**config.mk**
```make
export PLATFORM = sky130hd
export DESIGN_NAME = edge_detect_multi
export DESIGN_NICKNAME = d
export VERILOG_FILES = /design/src/rtl/edge_detect_multi.sv
export SDC_FILE = /design/constraint.sdc
export NUM_CORES = 1
export LEC_CHECK = 0
export CORE_MARGIN = 3
export CORE_UTILIZATION = 56
export CTS_BUF_LIST = sky130_fd_sc_hd__clkbuf_16
export DETAILED_ROUTE_END_ITERATION = 6
export PLACE_DENSITY = 0.86
export SETUP_SLACK_MARGIN = 0.3
export SYNTH_ARGS = -nofsm -noshare
export SYNTH_HDL_FRONTEND = slang
export SYNTH_SLANG_ARGS = --single-unit
export TNS_END_PERCENT = 30
```
**constraint.sdc**
```tcl
create_clock -name clk -period 3.6 [get_ports clk]
set_input_delay 0.9 -clock clk [delete_from_list [all_inputs] [get_ports clk]]
set_output_delay 0.9 -clock clk [all_outputs]
set_load 0.02 [all_outputs]
```
**src/rtl/edge_detect_multi.sv**
```systemverilog
// Multi-channel edge detector: per-channel synchroniser, glitch filter,
// polarity-qualified edge pulse and saturating edge counter.
module edge_detect_multi #(
  parameter int NUM_CH      = 4,
  parameter int SYNC_STAGES = 2,
  parameter int FILTER_LEN  = 2,
  parameter int CNT_WIDTH   = 8,
  parameter bit RST_LEVEL   = 1'b1
) (
  input  logic                          clk,
  input  logic                          rst,
  input  logic                          en,
  input  logic [NUM_CH-1:0]             d_in,
  input  logic [2*NUM_CH-1:0]           mode,
  input  logic                          clr_cnt,
  output logic [NUM_CH-1:0]             d_level,
  output logic [NUM_CH-1:0]             d_edge,
  output logic                          any_edge,
  output logic [NUM_CH*CNT_WIDTH-1:0]   edge_cnt,
  output logic [NUM_CH-1:0]             cnt_sat
);

  localparam int FW = $clog2(FILTER_LEN) + 1;
  localparam logic [FW-1:0] FILT_LAST = FW'(FILTER_LEN - 1);
  localparam logic [CNT_WIDTH-1:0] CNT_MAX = '1;
  localparam logic [CNT_WIDTH-1:0] CNT_PRE = CNT_MAX - CNT_WIDTH'(1);

  for (genvar i = 0; i < NUM_CH; i++) begin : g_ch
    logic [SYNC_STAGES-1:0] sync_q;
    logic [FW-1:0]          filt_cnt;
    logic                   level_q;
    logic                   edge_q;
    logic [CNT_WIDTH-1:0]   cnt_q;
    logic                   sat_q;
    logic                   sync_out;
    logic                   accept;
    logic                   edge_ok;

    // Level change is accepted once the differing level has been seen FILTER_LEN times in a row.
    assign sync_out = sync_q[SYNC_STAGES-1];
    assign accept   = (sync_out != level_q) && (filt_cnt == FILT_LAST);
    // The new level is sync_out, so its value tells the direction of the change.
    assign edge_ok  = en && (sync_out ? mode[2*i] : mode[2*i+1]);

    // Synchroniser chain; the oldest stage feeds the filter.
    always_ff @(posedge clk or posedge rst) begin
      if (rst) sync_q <= {SYNC_STAGES{RST_LEVEL}};
      else     sync_q <= {sync_q[SYNC_STAGES-2:0], d_in[i]};
    end

    // Glitch filter: count consecutive disagreeing samples, toggle the level when the run is long enough.
    always_ff @(posedge clk or posedge rst) begin
      if (rst) begin
        filt_cnt <= '0;
        level_q  <= RST_LEVEL;
      end else if (sync_out == level_q) begin
        filt_cnt <= '0;
      end else if (accept) begin
        filt_cnt <= '0;
        level_q  <= sync_out;
      end else begin
        filt_cnt <= filt_cnt + FW'(1);
      end
    end

    // Edge pulse is registered alongside the level change so both appear in the same cycle.
    always_ff @(posedge clk or posedge rst) begin
      if (rst) edge_q <= 1'b0;
      else     edge_q <= accept && edge_ok;
    end

    // Saturating edge counter with sticky saturation flag; clear beats a coincident edge.
    always_ff @(posedge clk or posedge rst) begin
      if (rst) begin
        cnt_q <= '0;
        sat_q <= 1'b0;
      end else if (clr_cnt) begin
        cnt_q <= '0;
        sat_q <= 1'b0;
      end else if (edge_q) begin
        if (cnt_q != CNT_MAX) cnt_q <= cnt_q + CNT_WIDTH'(1);
        if (cnt_q == CNT_PRE) sat_q <= 1'b1;
      end
    end

    assign d_level[i] = level_q;
    assign d_edge[i]  = edge_q;
    assign cnt_sat[i] = sat_q;
    assign edge_cnt[i*CNT_WIDTH +: CNT_WIDTH] = cnt_q;
  end

  assign any_edge = |d_edge;

endmodule

```
==> summary.txt <==
Final layout
  – Area taken by multi-input logic gates: roughly 1400 um^2
  – Post-route cell area: about 3900 um^2
  – Layout cell share with drive strength beyond 1: ~14%
  – Storage element area: 1520 um^2
  – Fill cells: roughly 380
  – Fin util: around three quarters
  – Net count, final: 367
  – Syn-to-layout area delta: 28.0%
  – Diodes inserted: 0

Logic synthesis
  – Cell area after synthesis: roughly 3100 um^2
  – Post-synth top area share: just under 40%
  – Leading area contributor after synthesis: dfrtp_1
  – Yosys reg bits: 60
  – Synthesized net count: between 300 and 400
  – Synth warn: 0
  – Ys async rst share: 100%
  – Post-synthesis instance total: 294
  – Synth top area cells: dfrtp_1, dfstp_2, mux2_2
  – Main synth FF type: dfrtp_1
  – Yosys cell types: 36
  – Syn avg cell area: between 10 and 15 um^2
  – Sequential-to-total area share from yosys stat: between 40% and 50%
  – Post-synth EDFFs: 0
  – Count leader, synth: dfrtp_1
  – Post-synth top cells: dfrtp_1, nor2_1, mux2_2, nor2b_1

Clock tree
  – CTS buffer count: 9
  – # H-tree levels: 3
  – CTS clk-pin slew, worst paths: ~0.05 ns
  – Setup Fix Bufs, Post-CTS: 0
  – Clk buf depth: 2
  – CTS root buf: clkbuf_16
  – CTS Sinks: 60
  – Post-cts resize count: 0
  – CTS tree: yes
  – Clk_lat worst skew: roughly 0.32 ns
  – Hold buffer count at cts: 0

Die
  – Die H: roughly 80 um
  – IO Pins: 61
  – Die area: 6410 um^2
  – Placement Rows: 26
  – Initial Util: around 60%
  – Core Box Area: 5200 um^2
  – Die width: about 80 um

STA
  – Max Clock Skew: 0.00251 ns
  – Fin crit share: between 70% and 80%
  – Setup tns final: 0 ns
  – RSZ-0062 raised after global routing: false
  – Final min period: 2.84 ns
  – Final Hold Violating Endpoints: 0
  – Final Max Slew Viols: 0
  – Final setup viols: 0
  – WHS: between 0.3 and 0.4 ns
  – Worst Max-Slew Pin Slew: approximately 0.55 ns
  – Rel. slew slack: a little over three fifths
  – Fmax achieved: roughly 350 MHz

Worst setup path
  – Reg2Reg Setup Slack: between 1.5 and 2 ns
  – Worst-case reg-to-reg path depth: 4
  – Reg-to-Reg Start: g_ch[0].cnt_q[0]$_DFFE_PP0P_
  – Reg2reg end: g_ch[0].cnt_q[5]$_DFFE_PP0P_
  – Critical Path RT: ~2.7 ns
  – CP endpoint kind: output port
  – Startpoint Class: register
  – Critical Path AT: approximately 1.9 ns
  – CP Class: reg -> out
  – Critical path fanouts, max: 9

Job
  – Maxcap violations: 0

Global route
  – Largest net degree at the start of global routing: 53
  – GRT Overall Usage: 22.7%
  – Remaining Overflow, GRT: 0
  – First-pass GRT wire length: between 10,000 and 15,000 um
  – Initial antenna violation count: 0
  – Via count of the first global-routing pass: between 2,000 and 2,500

Min path
  – Min-delay src: g_ch[2].sync_q[0]$_DFF_PP1_
  – Hold Path Depth: 0
  – Hold Path End: g_ch[2].sync_q[1]$_DFF_PP1_
  – HP Class: reg -> reg

Drt
  – Uppermost layer routed: met4
  – DR DRC count: 0
  – Wire per inst: roughly 16 um
  – DR WL met2: 3430 um
  – Initial DRC Count: 177
  – Vias/cell: 5.81
  – DR pass1 iterations: 4
  – Routed Wire Length: roughly 6600 um
  – Met3 wire len: 360 um
  – Met1 WL: 2680 um
  – Post-route antenna net violation count: 0
  – Via count: 2,428

Pwr
  – Net Sw Frac: about 25%
  – Clock share of power: 43.9%
  – PwrDens: between 500 and 600 nW/um^2
  – Leak: ~1.7 nW
  – Combinational share of power: ~15%
  – Psw: 0.000506 W
  – Internal power: approximately 0.0015 W
  – Flop pwr share: approximately two fifths
  – Max IR drop VDD: ~0.50 mV

Placed design
  – Port Buffers: 60
  – Final HPWL DP: roughly 4500 um
  – Routability cong.: 0.830
  – Post-DP Area: 3630 um^2

Run status
  – Status: finished, final reports clean
==> layer usage <==
layer / global-route usage (%) / vias up
met1: 26.9 / 1182
met3: 6.39 / 17
met4: 10.3 / 0
met2: 38.1 / 87
li1: - / 1142
met5: 0 / -
==> cell type report <==
type / instances / area share (%)
repair buffers: 63 / 15.8
inverters: 11 / 1.05
well taps: 70 / 2.23
flip-flops and latches: 60 / 38.6
clock buffers: 9 / 5.73
clock inverters: 7 / 2.07
multi-input cells: 198 / 34.5
==> sequential cells by signal, summed over array words and instances (netlist names) <==
name           cells
g_ch.edge_q        4
g_ch.filt_cnt      8
g_ch.sat_q         4
g_ch.level_q       4
g_ch.cnt_q        32
g_ch.sync_q        8
==> critical path, cell delays in order (launching register included) <==
cell	delay, ns
dfrtp_1	0.47
or4_1	0.58
clkdlybuf4s50_1	0.56
==> how the worst max path moves through the flow <==
stage	start	depth (start not counted)	slack (ns)	endpoint
final	g_ch[0].edge_q$_DFF_PP0_	2	0.76	any_edge
after global routing	g_ch[0].edge_q$_DFF_PP0_	2	0.71	any_edge
after CTS	g_ch[0].edge_q$_DFF_PP0_	2	0.78	any_edge
after detailed placement	g_ch[0].edge_q$_DFF_PP0_	2	1.14	any_edge
after global placement	g_ch[0].edge_q$_DFF_PP0_	2	1.14	any_edge
after floorplan	rst	1	1.24	g_ch[0].cnt_q[0]$_DFFE_PP0P_
==> metrics by stage <==
stage	std cells	total power (W)	worst slack (ns)
finish	418	0.00202	0.764
global route	418	0.00210	0.709
CTS	418	0.00203	0.783
detailed placement	402	0.00114	1.14
global placement	402	0.00112	1.14
floorplan	294	0.00104	1.24
==> placed cells by master (no fill, tap or decap), drive strengths merged, types with 4 or more instances in the layout <==
cell and n:
and2 8, dfrtp 48, and4 6, o21ai 4, ha 8, and3 12
nor2 26, nand3b 4, a211oi 14, nor3 12, dfstp 12, nand4 6
clkinv 5, mux2 20, inv 11, nand3 9, clkdlybuf4s50 60, a41oi 6
nor2b 18, xnor2 4, a21oi 10, nand2 13, clkbuf 9, a311oi 4
a31oi 9
==> power by group through the flow <==
stage	combinational, W	sequential (W)	clock [W]
6_report	0.000308	0.000822	0.000885
5_1_grt	0.000335	0.000830	0.000938
4_1_cts	0.000312	0.000821	0.000901
3_5_place_dp	0.000305	0.000830	0
3_3_place_gp	0.000295	0.000825	0
2_1_floorplan	0.000222	0.000818	0
==> cell families after synthesis <==
kind of cell / after synthesis / synth area share, %
adders and majority gates: 8 / 3.26
xor gates and xnor gates: 4 / 1.14
AOI/OAI and AO/OA: 50 / 12.1
and+or+nand+nor: 116 / 20.4
DFF: 60 / 49.3
muxes: 20 / 7.33
buffers and inverters: 36 / 6.47
Power figures use the tool's default switching activity.
